## src/rtl/fetch_pkg.sv

```systemverilog
// Shared types and defaults for the fetch-to-decode buffer.
package fetch_pkg;

  localparam int unsigned FetchFifoDepth = 4;

  typedef struct packed {
    logic [31:0] pc;
    logic [31:0] instr;
  } fetch_entry_t;

endpackage

```

## src/rtl/ring_ptr.sv

```systemverilog
// Wrap-around pointer: advances on inc, returns to zero on clr (clr wins).
module ring_ptr #(
  parameter int unsigned Width = 2
) (
  input  logic             clk,
  input  logic             reset,
  input  logic             inc,
  input  logic             clr,
  output logic [Width-1:0] ptr
);

  logic [Width-1:0] ptr_q, ptr_d;

  always_comb begin
    ptr_d = ptr_q;
    if (clr) begin
      ptr_d = '0;
    end else if (inc) begin
      ptr_d = ptr_q + Width'(1);
    end
  end

  always_ff @(posedge clk or negedge reset) begin
    if (!reset) begin
      ptr_q <= '0;
    end else begin
      ptr_q <= ptr_d;
    end
  end

  assign ptr = ptr_q;

endmodule

```

## src/rtl/fetch_fifo.sv

```systemverilog
// Fetch-to-decode decoupling FIFO with single-cycle flush.
// Define FETCH_FIFO_BYPASS_EN for a zero-latency path when the buffer is empty.
module fetch_fifo
  import fetch_pkg::*;
#(
  parameter int unsigned Depth = FetchFifoDepth
) (
  input  logic                       clk,
  input  logic                       reset,
  input  logic                       flush,
  input  logic                       in_valid,
  output logic                       in_ready,
  input  logic [31:0]                in_pc,
  input  logic [31:0]                in_instr,
  output logic                       out_valid,
  input  logic                       out_ready,
  output logic [31:0]                out_pc,
  output logic [31:0]                out_instr,
  output logic [$clog2(Depth+1)-1:0] count
);

  localparam int unsigned PtrW = $clog2(Depth);
  localparam int unsigned CntW = $clog2(Depth + 1);
  localparam logic [CntW-1:0] CntFull = CntW'(Depth);

  fetch_entry_t            mem_q [Depth];
  logic [CntW-1:0]         count_q, count_d;
  logic [PtrW-1:0]         rd_ptr, wr_ptr;
  logic                    push, pop, bypass;
  fetch_entry_t            head;

  assign in_ready = (count_q != CntFull);
  assign head     = mem_q[rd_ptr];

`ifdef FETCH_FIFO_BYPASS_EN
  // Reset gating keeps the combinational path quiet while reset is held.
  assign bypass = reset && !flush && in_valid && (count_q == '0);
`else
  assign bypass = 1'b0;
`endif

  assign pop  = (count_q != '0) && out_ready && !flush;
  // A bypassed pair taken by decode this cycle is never stored.
  assign push = in_valid && in_ready && !flush && !(bypass && out_ready);

  always_comb begin
    out_valid = (count_q != '0);
    out_pc    = head.pc;
    out_instr = head.instr;
    if (bypass) begin
      out_valid = 1'b1;
      out_pc    = in_pc;
      out_instr = in_instr;
    end
  end

  always_comb begin
    count_d = count_q;
    if (flush) begin
      count_d = '0;
    end else if (push && !pop) begin
      count_d = count_q + CntW'(1);
    end else if (pop && !push) begin
      count_d = count_q - CntW'(1);
    end
  end

  always_ff @(posedge clk or negedge reset) begin
    if (!reset) begin
      count_q <= '0;
    end else begin
      count_q <= count_d;
    end
  end

  always_ff @(posedge clk or negedge reset) begin
    if (!reset) begin
      for (int i = 0; i < int'(Depth); i++) begin
        mem_q[i] <= '0;
      end
    end else if (push) begin
      mem_q[wr_ptr] <= '{pc: in_pc, instr: in_instr};
    end
  end

  ring_ptr #(.Width(PtrW)) u_rd_ptr (
    .clk  (clk),
    .reset(reset),
    .inc  (pop),
    .clr  (flush),
    .ptr  (rd_ptr)
  );

  ring_ptr #(.Width(PtrW)) u_wr_ptr (
    .clk  (clk),
    .reset(reset),
    .inc  (push),
    .clr  (flush),
    .ptr  (wr_ptr)
  );

  assign count = count_q;

endmodule

```

## config.mk

```make
export PLATFORM = sky130hd
export DESIGN_NAME = fetch_fifo
export DESIGN_NICKNAME = d
export VERILOG_FILES = /design/src/rtl/fetch_pkg.sv /design/src/rtl/ring_ptr.sv /design/src/rtl/fetch_fifo.sv
export SDC_FILE = /design/constraint.sdc
export NUM_CORES = 1
export LEC_CHECK = 0
export ABC_AREA = 1
export CAP_MARGIN = 20
export CORE_ASPECT_RATIO = 1.2
export CORE_MARGIN = 1.5
export CORE_UTILIZATION = 58
export CTS_BUF_LIST = sky130_fd_sc_hd__clkbuf_8
export DETAILED_ROUTE_END_ITERATION = 10
export GPL_TIMING_DRIVEN = 0
export PLACE_DENSITY = 0.86
export SYNTH_ARGS = -nofsm -noshare
export SYNTH_HDL_FRONTEND = slang
export SYNTH_HIERARCHICAL = 1
export SYNTH_SLANG_ARGS = --single-unit
```

## constraint.sdc

```tcl
create_clock -name clk -period 2.27 [get_ports clk]
set_clock_uncertainty 0.15 [all_clocks]
set_input_delay 0.454 -clock clk [delete_from_list [all_inputs] [get_ports clk]]
set_output_delay 0.454 -clock clk [all_outputs]
set_load 0.01 [all_outputs]
```

# Word-level counts from Yosys, hierarchy flattened
# Cells that the tools add are included.
# word_totals
regBits	263
input_bits	69
out_inout_bits	69
wordCells	48
# op_classes
add_sub_neg	4
n_lt_le_gt_ge	3
eq_ne	1
muxes	13
n_bitwise	2
reduce_logical	14
# op_table
cell	count
bitwise mux 256 bit	1
two-way mux 64 bit	3
binary-select mux 64 bit (select 2 bit)	1
demux 64 bit (select 2 bit)	1
two-way mux 3 bit	3
two-way mux 2 bit	4
logical AND 1 bit	7
greater-or-equal comparator 3 bit, second input constant	2
inverter 2 -> 3 bit	2
nonzero test 3 bit	2
adder 2 x 1 -> 2 bit, second input constant	2
nonzero test 2 bit	2
adder 3 x 1 -> 3 bit, second input constant	1
zero test 1 bit	3
< comparator 3 x 1 -> 1 bit, second input constant	1
inequality test 3 bit, second input constant	1
subtractor 3 x 1 -> 3 bit, second input constant	1

# Logic depth before layout (Yosys ltp)
# depth
ltp_word	8
mapped_depth	13
ltp_nobuf	13

# Cells and area by module
# Netlist, hierarchy kept.
# modules_own_cells
module	n_inst	cells_per_inst	area_each_um2	seq_area_each_um2
fetch_fifo	1	1297	11359.6	6481.2
ring_ptr	2	11	86.3	50.0

# Least setup slack after synthesis
# OpenSTA, ideal clock, no wires.
# synth_path
kind	register to register
start	register count_q[2], in the netlist count[2]
end	register count_q[2], in the netlist count[2]
setup_ps	118
arrival_ps	1750
t_required_ps	2002
path_slack_ps	253
stages_incl_launch_ff	13
n_path_buf	0
synth_period_minus_slack_ps	2017
path_cell_list	dfrtp_1 > inv_1 > nand2_1 > nand2_1 > nand2_1 > inv_1 > fa_1 > xnor2_1 > inv_1 > nand2_1 > nand2_1 > nand2_1 > nand2_1
# synth_between
elab_chain_len	7
word_cells_on_any_way	16
cone_classes	2 x add/sub; 1 x eq/ne; 3 x mux; 10 x reduce/logical
# synth_lines
element	line	source
from (decl)	fetch_fifo.sv:27	logic [CntW-1:0] count_q, count_d;
from (signal assigned)	fetch_fifo.sv:72	count_q <= count_d;
nonzero test 3 bit (*)	-	
named net out_valid	fetch_fifo.sv:15	output logic out_valid,
logical AND 1 bit (*) (2 in a row)	fetch_fifo.sv:42	assign pop = (count_q != '0) && out_ready && !flush;
zero test 1 bit	fetch_fifo.sv:61	end else if (push && !pop) begin
logical AND 1 bit	fetch_fifo.sv:61	
two-way mux 3 bit	fetch_fifo.sv:61	
two-way mux 3 bit	fetch_fifo.sv:59	if (flush) begin
# The timed path passes the listed nets; every way through them passes the cells marked *. The select of a mux whose other input is x is not followed.
# A chain may end at the register's enable or synchronous reset.

# Worst setup path after layout
# layout_path
start	register u_rd_ptr.ptr_q[0], in the netlist u_rd_ptr/ptr[0]
end	output out_instr[31]
# layout_between
elab_chain_len	4
# layout_lines
element	line	source
from (decl)	ring_ptr.sv:12	logic [Width-1:0] ptr_q, ptr_d;
from (signal assigned)	ring_ptr.sv:27	ptr_q <= ptr_d;
inverter 2 -> 3 bit (not written as such)	fetch_fifo.sv:33	assign head = mem_q[rd_ptr];
binary-select mux 64 bit (select 2 bit)	fetch_fifo.sv:33	
two-way mux 64 bit (not written as such) (2 in a row)	fetch_fifo.sv:33	
to (decl)	fetch_fifo.sv:18	output logic [31:0] out_instr,
# No other way between the ends. The select of a mux whose other input is x is not followed.

==> metrics.md <==
| Metric | Value |
|---|---|
| Distinct cell type count after synthesis | `20` |
| Post-synthesis cell count | `1319` |
| Post-Synth Adder-Cell Area | `less than 1%` |
| Top layer in use | `met4` |
| Number of remaining DRC errors | `0` |
| Post-DP HPWL | `roughly 20000 µm` |
| WL met3 | `2840 µm` |
| Maximum VDD drop | `between 700 and 800 µV` |
| Final setup viols | `64` |
| Synth Area in Simple Gates | `14.1%` |
| Skew-Pair Late Insertion Delay | `0.54 ns` |
| HP Class | `in2reg` |
| Clock Pin Slew Worst Setup and Hold Paths | `0.06 ns` |
| Total power draw | `16.4 mW` |
| Vias in the first global route | `~11000` |
| Violated checks | `negative setup slack` |
| Post-Syn Area | `0.0115 mm²` |
| Commonest non-fill, non-tap cell in the layout | `nand2_1` |
| Post-synthesis sequential area ratio | `57.1%` |
| Root Driver | `clkbuf_8` |
| Worst R2R Path Depth | `12` |
| Status | `finished with violations` |
| Initial Util | `59.0%` |
| Synth Area per Inst | `8.74 µm²` |
| Grt ovf | `0` |
| Multi-input gate area | `~0.0045 mm²` |
| DR WL met2 | `16800 µm` |
| Worst setup startpoint | `u_rd_ptr/ptr[0]$_DFFE_PN0P_` |
| Synth warn | `6` |
| First-pass GRT wire length | `52600 µm` |
| Crit path capture type | `primary output` |
| Synth Area in Compound Gates | `21.8%` |
| RSZ-0062 raised after global routing | `true` |
| Inserted Clock Buffers | `41` |
| Total GRT Usage | `31.7%` |
| Leak | `7.25 nW` |
| Fin cells | `1810` |
| Pwr Density | `around 1100 mW/mm²` |
| CTS sink count | `roughly 260` |
| Layout Utilization | `75.2%` |
| Startpoint Class | `flip-flop` |
| Dpl ws | `-0.769 ns` |
| Number of max-cap violations | `0` |
| CP max FO | `6` |
| Tcrit/Tclk final | `113%` |
| Most frequent cells in the layout | `nand2_1 (281), dfrtp_1 (260), o21ai_0 (169)` |
| FF/Latch Area | `0.00659 mm²` |
| Placed cells | `1719` |
| CTS tree | `done` |
| Req. time, crit path | `around 1.7 ns` |
| Drt pass-1 iters | `8` |
| Slew Limit Fails | `0` |
| Largest net degree at the start of global routing | `between 100 and 150` |
| Setup TNS | `-14.44 ns` |
| Final worst slack | `-0.299 ns` |
| Fin. Hold Viols | `0` |
| Maximum root-to-sink buffer count | `3` |
| Max-slew headroom | `61.0%` |
| R2r endpoint | `count[2]$_DFFE_PN0P_` |
| Worst setup path end | `out_instr[31]` |
| Final Instance Area | `0.0147 mm²` |
| Routed Antenna Nets | `0` |
| Levels on crit path | `7` |
| Largest family of logic cells by synthesized area | `compound AO/OA/AOI/OAI gates` |
| # fillers | `1313` |
| CP Cell Sequence | `buf_12 > clkinv_8 > buf_12 > clkbuf_16 > nor2_4 > o22ai_2 > buf_2` |
| Crit path max-delay cell type | `dfrtp_2` |
| Hold slack final | `0.244 ns` |
| Crit Path Category | `reg2out` |
| Worst-Margin Slew | `0.585 ns` |
| H-tree levels | `2` |
| Max incr delay on CP | `0.45 ns` |
| Vias | `10700` |
| Post-Synth XOR/XNOR Area | `0.0759%` |
| Core area | `about 0.020 mm²` |
| Row cnt | `between 50 and 60` |
| Gpl congestion | `a little over 0.8` |
| Layout cell share with drive strength beyond 1 | `20.5%` |
| Die ar. | `roughly 0.021 mm²` |
| Crit path time final | `approximately 2.6 ns` |
| Die X | `roughly 130 µm` |
| R2R Setup Slk | `0.17 ns` |
| Buffers on Ports | `137` |
| DR WL/cell | `around 19 µm` |
| Placed Area | `0.0133 mm²` |
| Total wire length | `33900 µm` |
| Die H | `157 µm` |
| Initial antenna violation count | `0` |
| Fmax | `a little under 0.4 GHz` |
| Synthesis-to-finish area growth | `27.5%` |
| Mux share of post-synthesis cell area | `0%` |
| Synthesized net count | `1389` |
| Post-route met1 wirelength | `13000 µm` |
| I/O pins | `138` |
| Critical path arrival | `1.96 ns` |
| Diodes inserted | `0` |
| CP bufs+invs | `5` |
| Top delay family on crit path | `buffers and inverters` |
| Routed vias/inst | `5.92` |
| Register bit total from synthesis | `roughly 260` |
| Nets | `1590` |
| Worst reg2reg path startpoint | `count[1]$_DFFE_PN0P_` |
| Worst path most repeated cell | `buf_12` |
| DRT iter0 DRCs | `1027` |
==> power breakdown <==
part	total [mW]	internal (mW)	switching (mW)
Sequential	7.31	6.28	1.03
Combinational	5.41	2.43	2.99
Clock	3.66	1.88	1.78
==> Yosys cell counts <==
library cell    n  area [µm²]
nand4_1         3        18.8
clkbuf_1       36         135
buf_2          49         245
xnor2_1         1        8.76
o21ai_0       243        1220
buf_6           6        67.6
o22ai_1        64         400
nand2_1       282        1060
o21ai_1        77         385
nor2_4          1        11.3
buf_4           6        45.0
dfrtp_1       263        6580
inv_1          76         285
a21oi_1         3        15.0
nand3_1         4        20.0
fa_1            1        20.0
nor2_1        137         514
o21a_1         64         480
clkinv_1        2        7.51
a21oi_4         1        16.3
==> per-layer routing <==
layer,up-vias,track usage [%]
met2,622,54.5
met5,-,0
met3,107,5.35
li1,4790,-
met4,0,13.1
met1,5198,40.3
==> state kept, by name, indices dropped and copies added (netlist names) <==
| signal | cells |
|---|---|
| count | 3 |
| u_rd_ptr/ptr | 2 |
| u_wr_ptr/ptr | 2 |
| mem_q | 256 |
==> how the worst min path moves through the flow <==
stage                     slack (ns)  cells past startpoint                          end                  start
after floorplan                0.008                      0         count[0]$_DFFE_PN0P_                  reset
after global placement          0.31                      2        mem_q[92]$_DFFE_PN0P_  mem_q[92]$_DFFE_PN0P_
after detailed placement        0.27                      1        mem_q[20]$_DFFE_PN0P_                  reset
after CTS                       0.30                      2        mem_q[13]$_DFFE_PN0P_                  reset
after global routing            0.26                      4  u_rd_ptr/ptr[0]$_DFFE_PN0P_                  flush
final                           0.24                      4  u_rd_ptr/ptr[1]$_DFFE_PN0P_                  flush
==> cells by family after synthesis <==
| group | Yosys count |
|---|---|
| AOI/OAI and AO/OA | 452 |
| xor gates and xnor gates | 1 |
| and+or+nand+nor | 427 |
| buffers and inverters | 175 |
| adders and majority gates | 1 |
| DFF | 263 |
==> worst min-delay path, delay by kind of cell <==
family                 cells  cell delay, ns
buffers and inverters      2            0.33
and+or+nand+nor            2            0.12
==> timing repair <==
action	in CTS	in global routing
setup buffers	11	0
gates resized for setup	405	138
cloned	1	8
setup endpoints to repair	67	65
hold buffers	1	0
pin swaps	40	33
hold endpoints to repair	59	0
==> area by class of cell <==
type                            count  share of cell area (%)
Sequential cell                   263                    44.8
Buffer                             95                    5.73
Inverter                           78                    2.10
Clock inverter                     25                   0.672
Multi-Input combinational cell    881                    30.9
Tap cell                          261                    2.22
Clock buffer                       47                    4.40
Timing Repair Buffer              160                    9.25
Note: power is estimated with default switching activity, not from simulation.
==> patch 1, RTL diff (same flow settings) <==
Add a define of `FETCH_FIFO_BYPASS_EN`.
--- a/src/rtl/fetch_fifo.sv
+++ b/src/rtl/fetch_fifo.sv
@@ -2,2 +2,4 @@
 // Define FETCH_FIFO_BYPASS_EN for a zero-latency path when the buffer is empty.
+`define FETCH_FIFO_BYPASS_EN
+
 module fetch_fifo
Formal check against the unedited RTL: not equivalent (Yosys sat finds a counterexample within 4 cycles, from zero or initial values and one cycle with reset low).
==> patch 1 against the unedited design <==
  * The flow still finishes with violations (negative setup slack)
  * Via count grew 17%
  * Total power is 25% higher
  * Sequential cell count unchanged
  * Sequential share of layout area down 9.0 points
  * Area after synthesis increased by 17%
  * Critical path depth is 2 lower
  * Final area is 25% higher
  * First-iteration DRC count is 10% higher
  * Global-route usage is 2.1 points higher
  * Maximum frequency fell by 6.4%
  * Routed wire length increased by 28%
  * Worst hold slack improved by 0.087 ns
  * Worst setup slack lost 0.17 ns
==> patch 1: results (changes against the unedited design) <==
stage;metric;value;unit;change
finish;Seq. cell area;0.00658;mm2;about the same
yosys;Netlist cell types;28;;+40%
worst_setup_path;R2R Path Start;count[1]$_DFFE_PN0P_;;
worst_setup_path;Worst path max stage delay;0.52;ns;+0.07 ns
routing;vias per cell;6.02;;+1.6%
clock_network;CTS root buffer;clkbuf_8;;
finish;multi-input gates;1009;;+15%
power_and_ir_drop;Internal;12800;uW;+21%
finish;NonClk Buf Share;16.8;%;+1.8 points
hold_path;Hold EP;mem_q[92]$_DFFE_PN0P_;;
grt;first-pass GRT wire length;63700;um;+21%
power_and_ir_drop;Clock Power;4310;uW;+18%
worst_setup_path;R2R Path End;mem_q[3]$_DFFE_PN0P_;;
grt;all-layer global routing usage;33.8;%;+2.1 points
yosys;Gate Count Post-Synth;1525;;+16%
placement;DP HPWL;23700;um;+17%
routing;Total Wirelength;43500;um;+28%
power_and_ir_drop;VDD IR max;0.830;mV;+9.3%
sta;Fin Setup TNS;-24.95;ns;-10.52 ns
clock_network;worst skew pair latency;0.54;ns;about the same
worst_setup_path;crit-path leading delay family;buffers and inverters;;
status;status;finished, violations left;;
sta;Setup violations, final;64;;unchanged
finish;layout cells sized above 1;40.8;%;+20 points
finish;inverter count;142;;+82%
sta;slew at the pin closest to its max-slew limit;0.483;ns;-0.102 ns
finish;clk cell area share;4.90;%;-0.17 points
worst_setup_path;CP max stage cell;dfrtp_2;;
yosys;Synth top cells by count;263 x dfrtp_1, 246 x nand2_1, 199 x nor2_1, 180 x o21ai_2, 137 x inv_1;;
power_and_ir_drop;Total Power;20500;uW;+25%
yosys;top post-synthesis cells by area;dfrtp_1 49%, o21ai_2 12%, nand2_1 6.8%;;
worst_setup_path;CP max FO;10;;+4
routing;average wire per standard cell;20.9;um;+11%
power_and_ir_drop;Lkg Pwr;0.00828;uW;+14%
worst_setup_path;R2R depth;10;;-2
grt;initial antenna violation count;0;;unchanged
finish;fill count;1296;;-1.3%
hold_path;number of cells on the worst hold path;2;;-2
worst_setup_path;CP arrival;2.14;ns;+0.18 ns
hold_path;hold_sp;mem_q[92]$_DFFE_PN0P_;;
clock_network;H-tree depth;2;;unchanged
grt;number of global-route vias before repair;12600;;+18%
grt;largest net degree at the start of global routing;93;;-16%
finish;count of plain and timing-repair buffers;283;;+11%
sta;Final WS setup;-0.474;ns;-0.175 ns
clock_network;CTS buffer count;42;;+2.4%
finish;final net count;1811;;+14%
finish;area occupied by multi-input gates;0.00689;mm2;+52%
yosys;Syn Nets;1595;;+15%
status;failing checks;negative setup slack;;
finish;# clk buffers;59;;+26%
routing;DR iter-0 viols;1130;;+10%
yosys;register area share after synthesis;48.7;%;-8.4 points
worst_setup_path;register-to-register setup slack;0.06;ns;-0.11 ns
placement;GP Congestion;0.877;;+5.9%
placement;placed cells;1979;;+15%
power_and_ir_drop;power in sequential cells;7430;uW;+2%
hold_path;Hold WC Path Type;reg2reg;;
finish;register with the most flip-flops;mem_q;;
[patch 1: repair_timing]
item	4_1_cts	5_1_grt
endpoints found under the hold margin	200	0
endpoints found under the setup margin	318	65
pin swaps	47	15
cloned	7	5
gates resized for setup	577	172
hold buffers	8	0
buffers inserted	7	5
[patch 1: worst max-delay path by stage]
| stage | from | end |
|---|---|---|
| floorplan | flush | count[2]$_DFFE_PN0P_ |
| global placement | reset | out_instr[4] |
| detailed placement | reset | out_instr[10] |
| CTS | u_rd_ptr/ptr[0]$_DFFE_PN0P_ | out_pc[16] |
| global route | u_rd_ptr/ptr[0]$_DFFE_PN0P_ | out_pc[31] |
| finish | u_rd_ptr/ptr[0]$_DFFE_PN0P_ | out_pc[31] |
[patch 1: metrics by stage]
stage	hold slack, ns	instance area (um2)	worst slack [ns]	util, %
2_1_floorplan	0.00841	13500	0.175	-
3_3_place_gp	0.308	15300	-11.12	66.3
3_5_place_dp	0.234	15300	-1.65	66.6
4_1_cts	0.315	17400	-0.376	75.5
5_1_grt	0.344	18400	-0.482	79.8
6_report	0.330	18400	-0.474	79.8
[patch 1: cells by family (layout without fill, tap and decap cells)]
logic type | count (synthesis) | count (layout) | synth area share [%]
AO/OA/AOI/OAI | 453 | 453 | 23.6
XOR/XNOR | 1 | 1 | 0.0648
adder cells (fa/ha/maj) | 1 | 1 | 0.148
buffers and inverters | 253 | 499 | 9.76
flip-flops | 263 | 263 | 48.7
AND/OR/NAND/NOR | 554 | 554 | 17.7
[patch 1: routing by layer]
metal	GRT usage, %	vias to the layer above	routed length [um]
met2	58.3	761	22000
met5	0	-	0
met4	18.9	0	2550
li1	-	5466	-
met3	6.05	215	3040
met1	39.8	6112	15900
==> patch 2, RTL diff (config.mk and constraints unchanged) <==
Made on the original files. Register the output `count` once more, cleared by the reset; this adds one clock of latency there. The other outputs are not delayed to match.
--- a/src/rtl/fetch_fifo.sv
+++ b/src/rtl/fetch_fifo.sv
@@ -101,3 +101,9 @@
 
-  assign count = count_q;
+  always_ff @(posedge clk or negedge reset) begin
+    if (!reset) begin
+      count <= '0;
+    end else begin
+      count <= count_q;
+    end
+  end
 
Check against the original RTL: not equivalent (Yosys sat finds a counterexample within 4 cycles, from zero or initial values and one cycle with reset low).
==> patch 2 against the unedited design <==
  * The flow still finishes with violations (negative setup slack)
  * Cell count up 0.28%
  * Routed wire length up 12%
  * Worst setup slack worse by 0.040 ns
  * Worst hold slack worse by 0.012 ns
  * Total power up 7.5%
  * Sequential cell count up 3
  * Die area up 0.23%
  * Area after synthesis up 0.23%
  * Final area up 5.3%
  * Critical path type unchanged
  * Critical endpoint is now out_instr[15]
  * Largest cell class unchanged
==> patch 2: results (changes against the unedited design) <==
stage;metric;value;unit;change
routing;vias per cell;6.22;;+5.0%
placement;placed cells;1722;;+0.17%
finish;Top Registers;mem_q x256, count x3, count_q x3;;
hold_path;Hold WC Path Type;in2async;;
sta;Setup violations, final;64;;unchanged
worst_setup_path;CP arrival;2.00;ns;+0.04 ns
clock_network;CTS clk-pin slew, worst paths;0.07;ns;
yosys;top post-synthesis cells by area;dfrtp_1 58%, o21ai_0 10%, nand2_1 9.2%;;
worst_setup_path;CP max stage cell;dfrtp_2;;
worst_setup_path;crit-path leading delay family;buffers and inverters;;
finish;Area Overhead vs Synth;34.0;%;
worst_setup_path;R2R depth;12;;unchanged
yosys;register area share after synthesis;57.6;%;+0.52 points
finish;fill count;1111;;-15%
yosys;Synth top cells by count;282 x nand2_1, 266 x dfrtp_1, 236 x o21ai_0, 137 x nor2_1, 84 x o21ai_1;;
placement;Port-buffer cells;137;;unchanged
placement;DP HPWL;20800;um;+2.3%
finish;layout cells sized above 1;25.8;%;+5.3 points
clock_network;worst skew pair latency;0.55;ns;
power_and_ir_drop;Comb power frac;34.1;%;+1.1 points
power_and_ir_drop;Net Sw Power;6370;uW;+9.8%
routing;first drt pass iteration count;8;;unchanged
yosys;top_reg_cell synth;dfrtp_1;;
power_and_ir_drop;VDD IR max;0.697;mV;-8.3%
clock_network;H-tree depth;2;;unchanged
power_and_ir_drop;Lkg Pwr;0.00741;uW;+2.2%
finish;ANT cells;0;;unchanged
placement;Post-DP Area;0.0133;mm2;+0.20%
yosys;syn avg cell area;8.74;um2;about the same
sta;slew at the pin closest to its max-slew limit;0.615;ns;+0.0300 ns
power_and_ir_drop;power in sequential cells;7520;uW;+2.9%
yosys;synth warn;6;;unchanged
placement;GP Congestion;0.869;;+4.9%
finish;Finished Layout Cells;1815;;+0.28%
status;failing checks;negative setup slack;;
finish;final net count;1596;;+0.38%
routing;DR iter-0 viols;1310;;+28%
power_and_ir_drop;P per Cell Area;1140;mW/mm2;+2.1%
clock_network;CTS root buffer;clkbuf_8;;
routing;average wire per standard cell;20.9;um;+12%
sta;Fin Setup TNS;-17.15;ns;-2.72 ns
placement;pre-CTS setup slack;-0.755;ns;+0.0132 ns
grt;number of global-route vias before repair;11200;;+4.9%
yosys;Async SR Flop Fraction;100;%;unchanged
yosys;Syn Nets;1392;;+0.22%
status;status;finished, violations left;;
worst_setup_path;CP max FO;6;;unchanged
sta;Final WS setup;-0.339;ns;-0.0398 ns
grt;largest net degree at the start of global routing;117;;+5.4%
grt;first-pass GRT wire length;57400;um;+9.1%
worst_setup_path;Worst path max stage delay;0.45;ns;about the same
grt;initial antenna violation count;1;;+1
clock_network;CTS Buffer Depth;3;;unchanged
clock_network;CTS buffer count;41;;unchanged
grt;all-layer global routing usage;35.1;%;+3.4 points
yosys;Netlist cell types;19;;-5.0%
patch 2: repair_timing:
item | CTS | global route
hold endpoints to repair | 46 | 0
hold buffers | 1 | 0
resized for setup | 551 | 141
endpoints found under the setup margin | 66 | 66
setup buffers | 5 | 1
pin swaps | 53 | 53
cloned | 15 | 1
patch 2: cells by family (layout without fill, tap and decap cells):
group | Yosys count | count (layout) | share of synthesized area (%)
AOI/OAI and AO/OA | 452 | 452 | 21.7
buffers and inverters | 175 | 407 | 6.38
adders and majority gates | 1 | 1 | 0.173
xor gates and xnor gates | 1 | 1 | 0.0758
DFF | 266 | 266 | 57.6
and+or+nand+nor | 427 | 427 | 14.0
patch 2: metal layers:
metal  vias to the layer above  track usage, %  wire [um]
li1                       4822               -          -
met5                         -               0         12
met2                       745            60.6      19200
met1                      5564            42.7      13700
met4                         2            19.1       1770
met3                       155            5.38       3370
patch 2: cell type report:
type                    instances  share of cell area, %
plain buffers                  96                   5.52
clock buffers                  53                   4.71
clock inverters                18                  0.662
inverters                      78                   2.00
multi-input cells             881                   32.2
flip-flops and latches        266                   43.0
well taps                     261                   2.11
repair buffers                162                   9.82
patch 2: worst paths after layout:
path	from	endpoint	slack, ns
worst max-delay path	u_rd_ptr/ptr[0]$_DFFE_PN0P_	out_instr[15]	-0.34
worst min-delay path	reset	mem_q[242]$_DFFE_PN0P_	0.23
worst max register to register	count_q[1]$_DFFE_PN0P_	count_q[2]$_DFFE_PN0P_	0.11
worst min register to register	count_q[1]$_DFFE_PN0P_	count[1]$_DFF_PN0_	0.32
max in group asynchronous	reset	count_q[2]$_DFFE_PN0P_	0.76
min in group clk	count_q[1]$_DFFE_PN0P_	count[1]$_DFF_PN0_	0.32
